## src/rtl/ipl_pkg.sv

```systemverilog
// Shared constants and phase encoding for the IPL Wishbone word mover.
package ipl_pkg;

  localparam logic [15:0] IPL_READ_ADDR  = 16'h0100;
  localparam logic [15:0] IPL_WRITE_ADDR = 16'h0200;

  typedef enum logic [1:0] {
    IDLE = 2'd0,
    RD   = 2'd1,
    WR   = 2'd2
  } phase_t;

endpackage

```

## src/rtl/wb_ipl_master.sv

```systemverilog
// Wishbone pipelined master: per request, reads one word from the IPL source
// and writes it to the IPL sink inside a single CYC_O cycle.
module wb_ipl_master
  import ipl_pkg::*;
#(
  parameter int ADDR_WIDTH = 16,
  parameter int DATA_WIDTH = 16,
  parameter logic [ADDR_WIDTH-1:0] READ_ADDR  = ADDR_WIDTH'(IPL_READ_ADDR),
  parameter logic [ADDR_WIDTH-1:0] WRITE_ADDR = ADDR_WIDTH'(IPL_WRITE_ADDR)
) (
  input  logic                  clk_i,
  input  logic                  reset_i,
  input  logic                  dreq_i,
  output logic                  dack_o,
  output logic [ADDR_WIDTH-1:0] adr_o,
  output logic                  cyc_o,
  output logic                  stb_o,
  output logic                  we_o,
  input  logic                  ack_i,
  input  logic [DATA_WIDTH-1:0] dat_i,
  output logic [DATA_WIDTH-1:0] dat_o
);

  phase_t                  phase_reg, phase_next;
  logic                    stb_next;
  logic                    dack_next;
  logic                    we_next;
  logic                    cyc_next;
  logic [ADDR_WIDTH-1:0]   adr_next;
  logic [DATA_WIDTH-1:0]   dat_next;

  always_ff @(posedge clk_i or negedge reset_i) begin
    if (!reset_i) begin
      phase_reg <= IDLE;
      cyc_o     <= 1'b0;
      stb_o     <= 1'b0;
      we_o      <= 1'b0;
      dack_o    <= 1'b0;
      adr_o     <= '0;
      dat_o     <= '0;
    end else begin
      phase_reg <= phase_next;
      cyc_o     <= cyc_next;
      stb_o     <= stb_next;
      we_o      <= we_next;
      dack_o    <= dack_next;
      adr_o     <= adr_next;
      dat_o     <= dat_next;
    end
  end

  // ack_i is accepted both in the strobe cycle and in any later wait cycle.
  always_comb begin
    phase_next = phase_reg;
    stb_next   = 1'b0;
    dack_next  = 1'b0;
    dat_next   = dat_o;
    unique case (phase_reg)
      IDLE: begin
        if (dreq_i) begin
          phase_next = RD;
          stb_next   = 1'b1;
          dack_next  = 1'b1;
        end
      end
      RD: begin
        if (ack_i) begin
          phase_next = WR;
          stb_next   = 1'b1;
          dat_next   = dat_i;
        end
      end
      WR: begin
        if (ack_i) begin
          if (dreq_i) begin
            phase_next = RD;
            stb_next   = 1'b1;
            dack_next  = 1'b1;
          end else begin
            phase_next = IDLE;
          end
        end
      end
      default: phase_next = IDLE;
    endcase

    cyc_next = (phase_next != IDLE);
    we_next  = stb_next && (phase_next == WR);
    if (!stb_next)
      adr_next = '0;
    else if (phase_next == WR)
      adr_next = WRITE_ADDR;
    else
      adr_next = READ_ADDR;
  end

endmodule

```

## config.mk

```make
export PLATFORM = sky130hd
export DESIGN_NAME = wb_ipl_master
export DESIGN_NICKNAME = d
export VERILOG_FILES = /design/src/rtl/ipl_pkg.sv /design/src/rtl/wb_ipl_master.sv
export SDC_FILE = /design/constraint.sdc
export NUM_CORES = 1
export LEC_CHECK = 0
export ABC_AREA = 1
export ABC_CLOCK_PERIOD_IN_PS = 2100
export CORE_MARGIN = 2
export CORE_UTILIZATION = 40
export DETAILED_ROUTE_END_ITERATION = 7
export GPL_ROUTABILITY_DRIVEN = 0
export HOLD_SLACK_MARGIN = 0.05
export PLACE_DENSITY = 0.85
export SETUP_SLACK_MARGIN = 0.4
export SLEW_MARGIN = 20
export SYNTH_ARGS = -nofsm -noshare
export SYNTH_HDL_FRONTEND = slang
export SYNTH_SLANG_ARGS = --single-unit
```

## constraint.sdc

```tcl
create_clock -name clk_i -period 2.1 [get_ports clk_i]
set_input_delay 0.42 -clock clk_i [delete_from_list [all_inputs] [get_ports clk_i]]
set_output_delay 0.42 -clock clk_i [all_outputs]
set_load 0.02 [all_outputs]
```

# --- Yosys cells after proc, flatten, opt, wreduce, memory -nomap -nowiden ---
# Index checks and enable logic that the tools add are counted.
word_totals:
  regBits: 38
  input_bits: 20
  out_inout_bits: 36
  wordCells: 26
op_classes:
  n_eq_ne: 3
  n_mux: 12
  reduce_logical: 4
ops:
  columns: ["operator", "n"]
  rows:
  - ["$mux 10", 2]
  - ["$mux 2", 3]
  - ["$pmux 2 s3", 1]
  - ["$eq 2x2->1 const B", 2]
  - ["$mux 1", 4]
  - ["$pmux 1 s3", 1]
  - ["$eq 2x1->1 const B", 1]
  - ["$logic_not 2->1", 1]
  - ["$pmux 1 s2", 1]
  - ["$reduce_and 2->1", 1]
  - ["$reduce_bool 2->1", 1]
  - ["$logic_and 1x1->1", 1]

# --- Depth between registers and ports, before layout ---
# Gate-level depths: netlist of run 1.
logic_depth:
  word_depth: 6
  mapped_depth: 6

# --- Worst setup path before layout of run 1 ---
# Ideal clock, no wire load.
synth_path:
  kind: "reg-to-output"
  start: "register adr_o[9]"
  end: "output port adr_o[9]"
  arrival_time_ns: 0.613
  required_time_ns: 1.680
  slack_ns: 1.067
  path_stages_with_launch: 2
  path_cell_list: "dfrtp_1 -> buf_4"
synth_lines:
  columns: ["item", "line", "rtl"]
  rows:
  - ["start, declared", "wb_ipl_master.sv:15", "output logic [ADDR_WIDTH-1:0] adr_o,"]
  - ["start signal, assigned", "wb_ipl_master.sv:47", "adr_o <= adr_next;"]
# No word-level cell between the ends.

# --- Worst setup path after layout of run 1 ---
layout_path:
  start: "register stb_o"
  end: "output port stb_o"
layout_lines:
  columns: ["item", "line", "rtl"]
  rows:
  - ["start, declared", "wb_ipl_master.sv:17", "output logic stb_o,"]
  - ["start signal, assigned", "wb_ipl_master.sv:44", "stb_o <= stb_next;"]
# No word-level cell between the ends.

==> results.tsv, run 1 <==
stage	metric	value	unit
placed_design	post-dp-hpwl	1510	um
timing	fmax	609	MHz
clock_tree	clk_latency	0.29	ns
critical_path	crit_buf_inv	1	
timing	timing.final.crit_share	78.2	%
critical_path	path_depth	1	
critical_path	crit_path_cell_trace	clkdlybuf4s50_1	
timing	tns	0	ns
routing	first_iter_violations	3	
die	dieHeight	53.5	um
power_and_ir_drop	pwr_density_cell	1250	nW/um2
global_routing	grt_pass1_vias	688	
timing	report.final.slew_viol_count	0	
finish	final_cells	178	
finish	fin_nets	171	
global_routing	antenna_found_initial	0	
critical_path	crit_fanout	1	
critical_path	cp-start-kind	flip-flop	
synth	yosys_warnings	0	
finish	final_area	1380	um2
clock_tree	root_buffer	clkbuf_4	
critical_path	critPathSlowestCell	clkdlybuf4s50_1	
critical_path	endpoint_kind	primary output	
die	start_util	43.4	%
synth	avgSynthCellArea	9.06	um2
routing	viasPerCell	4.29	
finish	largest_reg_flops	16	
power_and_ir_drop	power	1.73	mW
die	rows	17	
routing	drt-pass1-iter-count	4	
clock_tree	clock-sinks	23	
power_and_ir_drop	switchingPower	0.699	mW
power_and_ir_drop	comb_power_share	46.9	%
clock_tree	htreeDepth	1	
timing	finalHoldViolCount	0	
global_routing	grt_pass1_wl	2800	um
global_routing	grt_max_degree	24	
routing	route.detailed.drc	0	
synth	mappedNetlistArea	978	um2
critical_path	rrSetupSlack	0.96	ns
die	core-area	2250	um2
timing	setup_slack	0.458	ns
global_routing	grt_overflow_total	0	
worst_hold_path	hold_path.class	input pin to async pin	
routing	postRouteWirelength	1940	um
timing	whs	0.454	ns
critical_path	crit_arrival	1.22	ns
critical_path	critical_path.max_stage_delay	0.59	ns
timing	finalClockSkew	0.00120	ns
power_and_ir_drop	p_leak	0.853	nW
power_and_ir_drop	pwr-share-seq	42.0	%
clock_tree	clk_pin_slew	0.11	ns
placed_design	dp_slack	0.456	ns
placed_design	placed_area	1350	um2
timing	rsz0062_at_grt	false	
timing	setup_viol	0	
finish	antenna_cells	0	
die	die_x	53.5	um
finish	area_growth_syn_to_layout	41.3	%
critical_path	required	1.68	ns
power_and_ir_drop	vdd_ir_drop_max	0.000747	V
finish	layout-drive-gt1-share	4.00	%
synth	yosysUniqueCellTypes	10	
power_and_ir_drop	pwr-share-clk	11.1	%
clock_tree	cts_tree	yes	
synth	yosysSeqAreaShare	58.8	%
power_and_ir_drop	internal_power	1.03	mW
timing	period_needed	1.64	ns
run	maxCapViolations	0	
power_and_ir_drop	swShare	40.4	%
routing	via_count	763	
critical_path	rr_worst_depth	5	
synth	ys_ff_latch	23	
finish	final_core_util	61.3	%
global_routing	track_usage	13.8	%
placed_design	numPortBuffers	41	
clock_tree	cts_made_buffers	3	
critical_path	critPathKind	flip-flop to primary output	
status	status	finished, final reports clean	
die	die_area	2860	um2
clock_tree	cts_buffer_depth	2	
critical_path	cp_top_family	buffers and inverters	
die	io_pins	56	
routing	wl_per_cell	10.9	um
placed_design	dp.cells	174	
routing	drtAntennaViolNets	0	
clock_tree	holdBufCountCts	0	
synth	synthCells	108	
## metal layers
layer	share of wire, %	up-vias	track usage, %
met4	0.67	0	6.41
li1	-	374	-
met1	37	355	14.9
met3	6.9	2	2.54
met2	55	32	25.5
met5	0	-	0
## layout by cell type, fill, tap and decap left out
master,netlist,final
dfrtp_1,23,23
dlygate4sd2_1,0,12
buf_4,15,1
nand3_4,1,1
inv_4,1,1
nand2_1,56,56
inv_1,7,7
clkbuf_4,0,3
clkdlybuf4s50_1,0,21
clkbuf_1,0,1
dlymetal6s2s_1,0,8
nand3_1,2,2
conb_1,1,14
## Yosys cell counts
cell      n  share of area [%]
nand3_4   1                1.8
buf_2     1               0.51
dfrtp_1  23                 59
inv_1     7                2.7
inv_4     1               0.64
buf_6     1                1.2
nand2_1  56                 21
conb_1    1               0.38
buf_4    15                 12
nand3_1   2                1.0
## cells by family after synthesis
group                  count (synthesis)  synth area share (%)
buffers and inverters                 25                  16.5
and+or+nand+nor                       59                  24.3
other                                  1                 0.383
DFF                                   23                  58.8
## final cells by class
cell class                      count  area, um2
Tap cell                           28       35.0
Timing Repair Buffer               42        423
Sequential cell                    23        576
Inverter                            8       32.5
Clock buffer                        4       26.3
Multi-Input combinational cell     73        290
Fill cell                         213        872
## final timing paths
check,start,endpoint
worst max-delay path,stb_o,stb_o
worst min register to register,dat_o[9],dat_o[9]
max in group asynchronous,reset_i,dat_o[12]
worst min-delay path,reset_i,dat_o[13]
min in group clk_i,dat_o[9],dat_o[9]
worst max register to register,phase_reg[1],dat_o[14]
## power groups by stage
stage / logic [mW] / registers [mW] / clock network, mW
after floorplan: 0.257 / 0.956 / 0
after global placement: 0.889 / 0.741 / 0
after detailed placement: 0.910 / 0.741 / 0
after CTS: 0.835 / 0.731 / 0.198
after global routing: 0.876 / 0.748 / 0.220
final: 0.811 / 0.726 / 0.193
## what timing repair did
action | CTS | global route
gates resized for setup | 12 | 8
endpoints found under the setup margin | 12 | 8
buffers inserted | 0 | 0
No activity file was read; power rests on OpenSTA's default activity.
==> run 2, diff against run 1 <==
Settings changed: ABC_CLOCK_PERIOD_IN_PS 2100 to 1650, CORE_UTILIZATION 40 to 37, PLACE_DENSITY 0.85 to 0.79.
Clock period 2.1 ns to 1.65 ns, I/O delays scaled along.
==> results.tsv, run 2 (synthesis results as in run 1) <==
stage	metric	value	unit
global_routing	grt_max_degree	24	
finish	layout_commonest_cell	nand2_1	
placed_design	post-dp-hpwl	1500	um
critical_path	regToRegStartpoint	phase_reg[1]	
power_and_ir_drop	pwr_density_cell	1650	nW/um2
timing	finalHoldViolCount	0	
clock_tree	cts_tree	yes	
global_routing	grt_overflow_total	0	
clock_tree	cts_made_buffers	3	
global_routing	antenna_found_initial	0	
timing	rsz0062_at_grt	false	
routing	wl_per_cell	10.9	um
power_and_ir_drop	vdd_ir_drop_max	0.000928	V
timing	finalClockSkew	0.00186	ns
routing	postRouteWirelength	1990	um
global_routing	grt_pass1_wl	3440	um
clock_tree	root_buffer	clkbuf_4	
finish	fin_nets	174	
critical_path	crit_path_cell_trace	buf_2	
die	rows	18	
routing	route.detailed.drc	0	
critical_path	required	1.32	ns
critical_path	crit_buf_inv	1	
global_routing	track_usage	13.7	%
die	die_area	3070	um2
critical_path	r2r-end	dat_o[10]	
critical_path	crit_fanout	2	
finish	antenna_cells	0	
critical_path	cp-start-kind	flip-flop	
timing	setup_viol	0	
run	maxCapViolations	0	
clock_tree	cts_buffer_depth	2	
finish	largest_reg_flops	16	
critical_path	cp_top_family	flip-flops	
critical_path	critPathSlowestCell	dfrtp_1	
worst_hold_path	hold_path.class	input pin to async pin	
timing	period_needed	1.21	ns
clock_tree	clk_latency	0.30	ns
clock_tree	clk_pin_slew	0.12	ns
placed_design	numPortBuffers	41	
finish	layout-drive-gt1-share	20.9	%
finish	area_growth_syn_to_layout	32.5	%
timing	fmax	826	MHz
die	dieHeight	55.4	um
routing	drt-pass1-iter-count	2	
timing	report.final.slew_viol_count	0	
critical_path	rr_worst_depth	5	
timing	timing.final.crit_share	73.4	%
critical_path	endpoint_kind	primary output	
routing	via_count	784	
critical_path	crit_arrival	0.88	ns
die	start_util	39.1	%
power_and_ir_drop	p_leak	0.753	nW
timing	tns	0	ns
die	io_pins	56	
finish	final_core_util	51.9	%
routing	first_iter_violations	10	
critical_path	critical_path.max_stage_delay	0.42	ns
die	core-area	2500	um2
critical_path	rrSetupSlack	0.59	ns
global_routing	grt_pass1_vias	811	
routing	viasPerCell	4.28	
critical_path	critPathKind	flip-flop to primary output	
critical_path	path_depth	1	
clock_tree	htreeDepth	1	
die	die_x	55.4	um
routing	drtAntennaViolNets	0	
status	status	finished, final reports clean	
finish	mostFrequentLayoutCells	nand2_1 (56), dfrtp_1 (23), buf_2 (22), clkdlybuf4s50_1 (19), conb_1 (14)	
clock_tree	clock-sinks	23	
## run 2: what timing repair did
| action | 4_1_cts | 5_1_grt |
|---|---|---|
| resized for setup | 88 | 1 |
| setup endpoints to repair | 22 | 16 |
| pin swaps | 0 | 1 |
| setup buffers | 1 | 2 |
| hold buffers | 0 | 0 |
## run 2: worst reg2reg max path: cells and delay by family, from the launching register on
kind	cells	cell delay [ns]
and+or+nand+nor	3	0.24
DFF	1	0.42
buffers and inverters	2	0.30
## run 2: power breakdown
| part | leakage [nW] | internal, mW | switching, mW |
|---|---|---|---|
| Clock | 0.0177 | 0.0902 | 0.163 |
| Combinational | 0.448 | 0.335 | 0.623 |
| Sequential | 0.286 | 0.800 | 0.125 |
| Total | 0.753 | 1.23 | 0.911 |
## run 2: worst max-delay path by stage
stage | endpoint | startpoint | slack (ns)
final | dat_o[15] | dat_o[15] | 0.44
after global routing | dat_o[15] | dat_o[15] | 0.40
after CTS | dat_o[15] | dat_o[15] | 0.42
after detailed placement | dat_o[9] | ack_i | 0.13
after global placement | dat_o[10] | ack_i | 0.17
after floorplan | dat_o[10] | phase_reg[1] | 0.68
## run 2: layer usage
metal,vias to the layer above,share of wire (%),GRT usage [%]
li1,381,-,-
met1,372,37,14.7
met2,27,56,25.9
met3,4,4.8,2.11
met4,0,1.8,6.62
met5,-,0,0
## run 2: area by class of cell
class / count / area (um2)
Fill cell: 242 / 1200
Inverter: 8 / 35.0
Timing Repair Buffer: 45 / 330
Clock inverter: 1 / 5.00
Clock buffer: 3 / 22.5
Tap cell: 30 / 37.5
Sequential cell: 23 / 576
Multi-Input combinational cell: 73 / 290
## run 2: stage by stage
stage          area (um2)  cells  hold slack, ns  total power, mW  setup WS (ns)
3_3_place_gp         1350    176           0.472             2.08          0.174
3_5_place_dp         1350    176           0.467             2.10          0.129
6_report             1300    183           0.358             2.14          0.439
4_1_cts              1280    181           0.364             2.14          0.422
2_1_floorplan        1030    121          0.0344             1.54          0.675
5_1_grt              1300    183           0.388             2.29          0.401
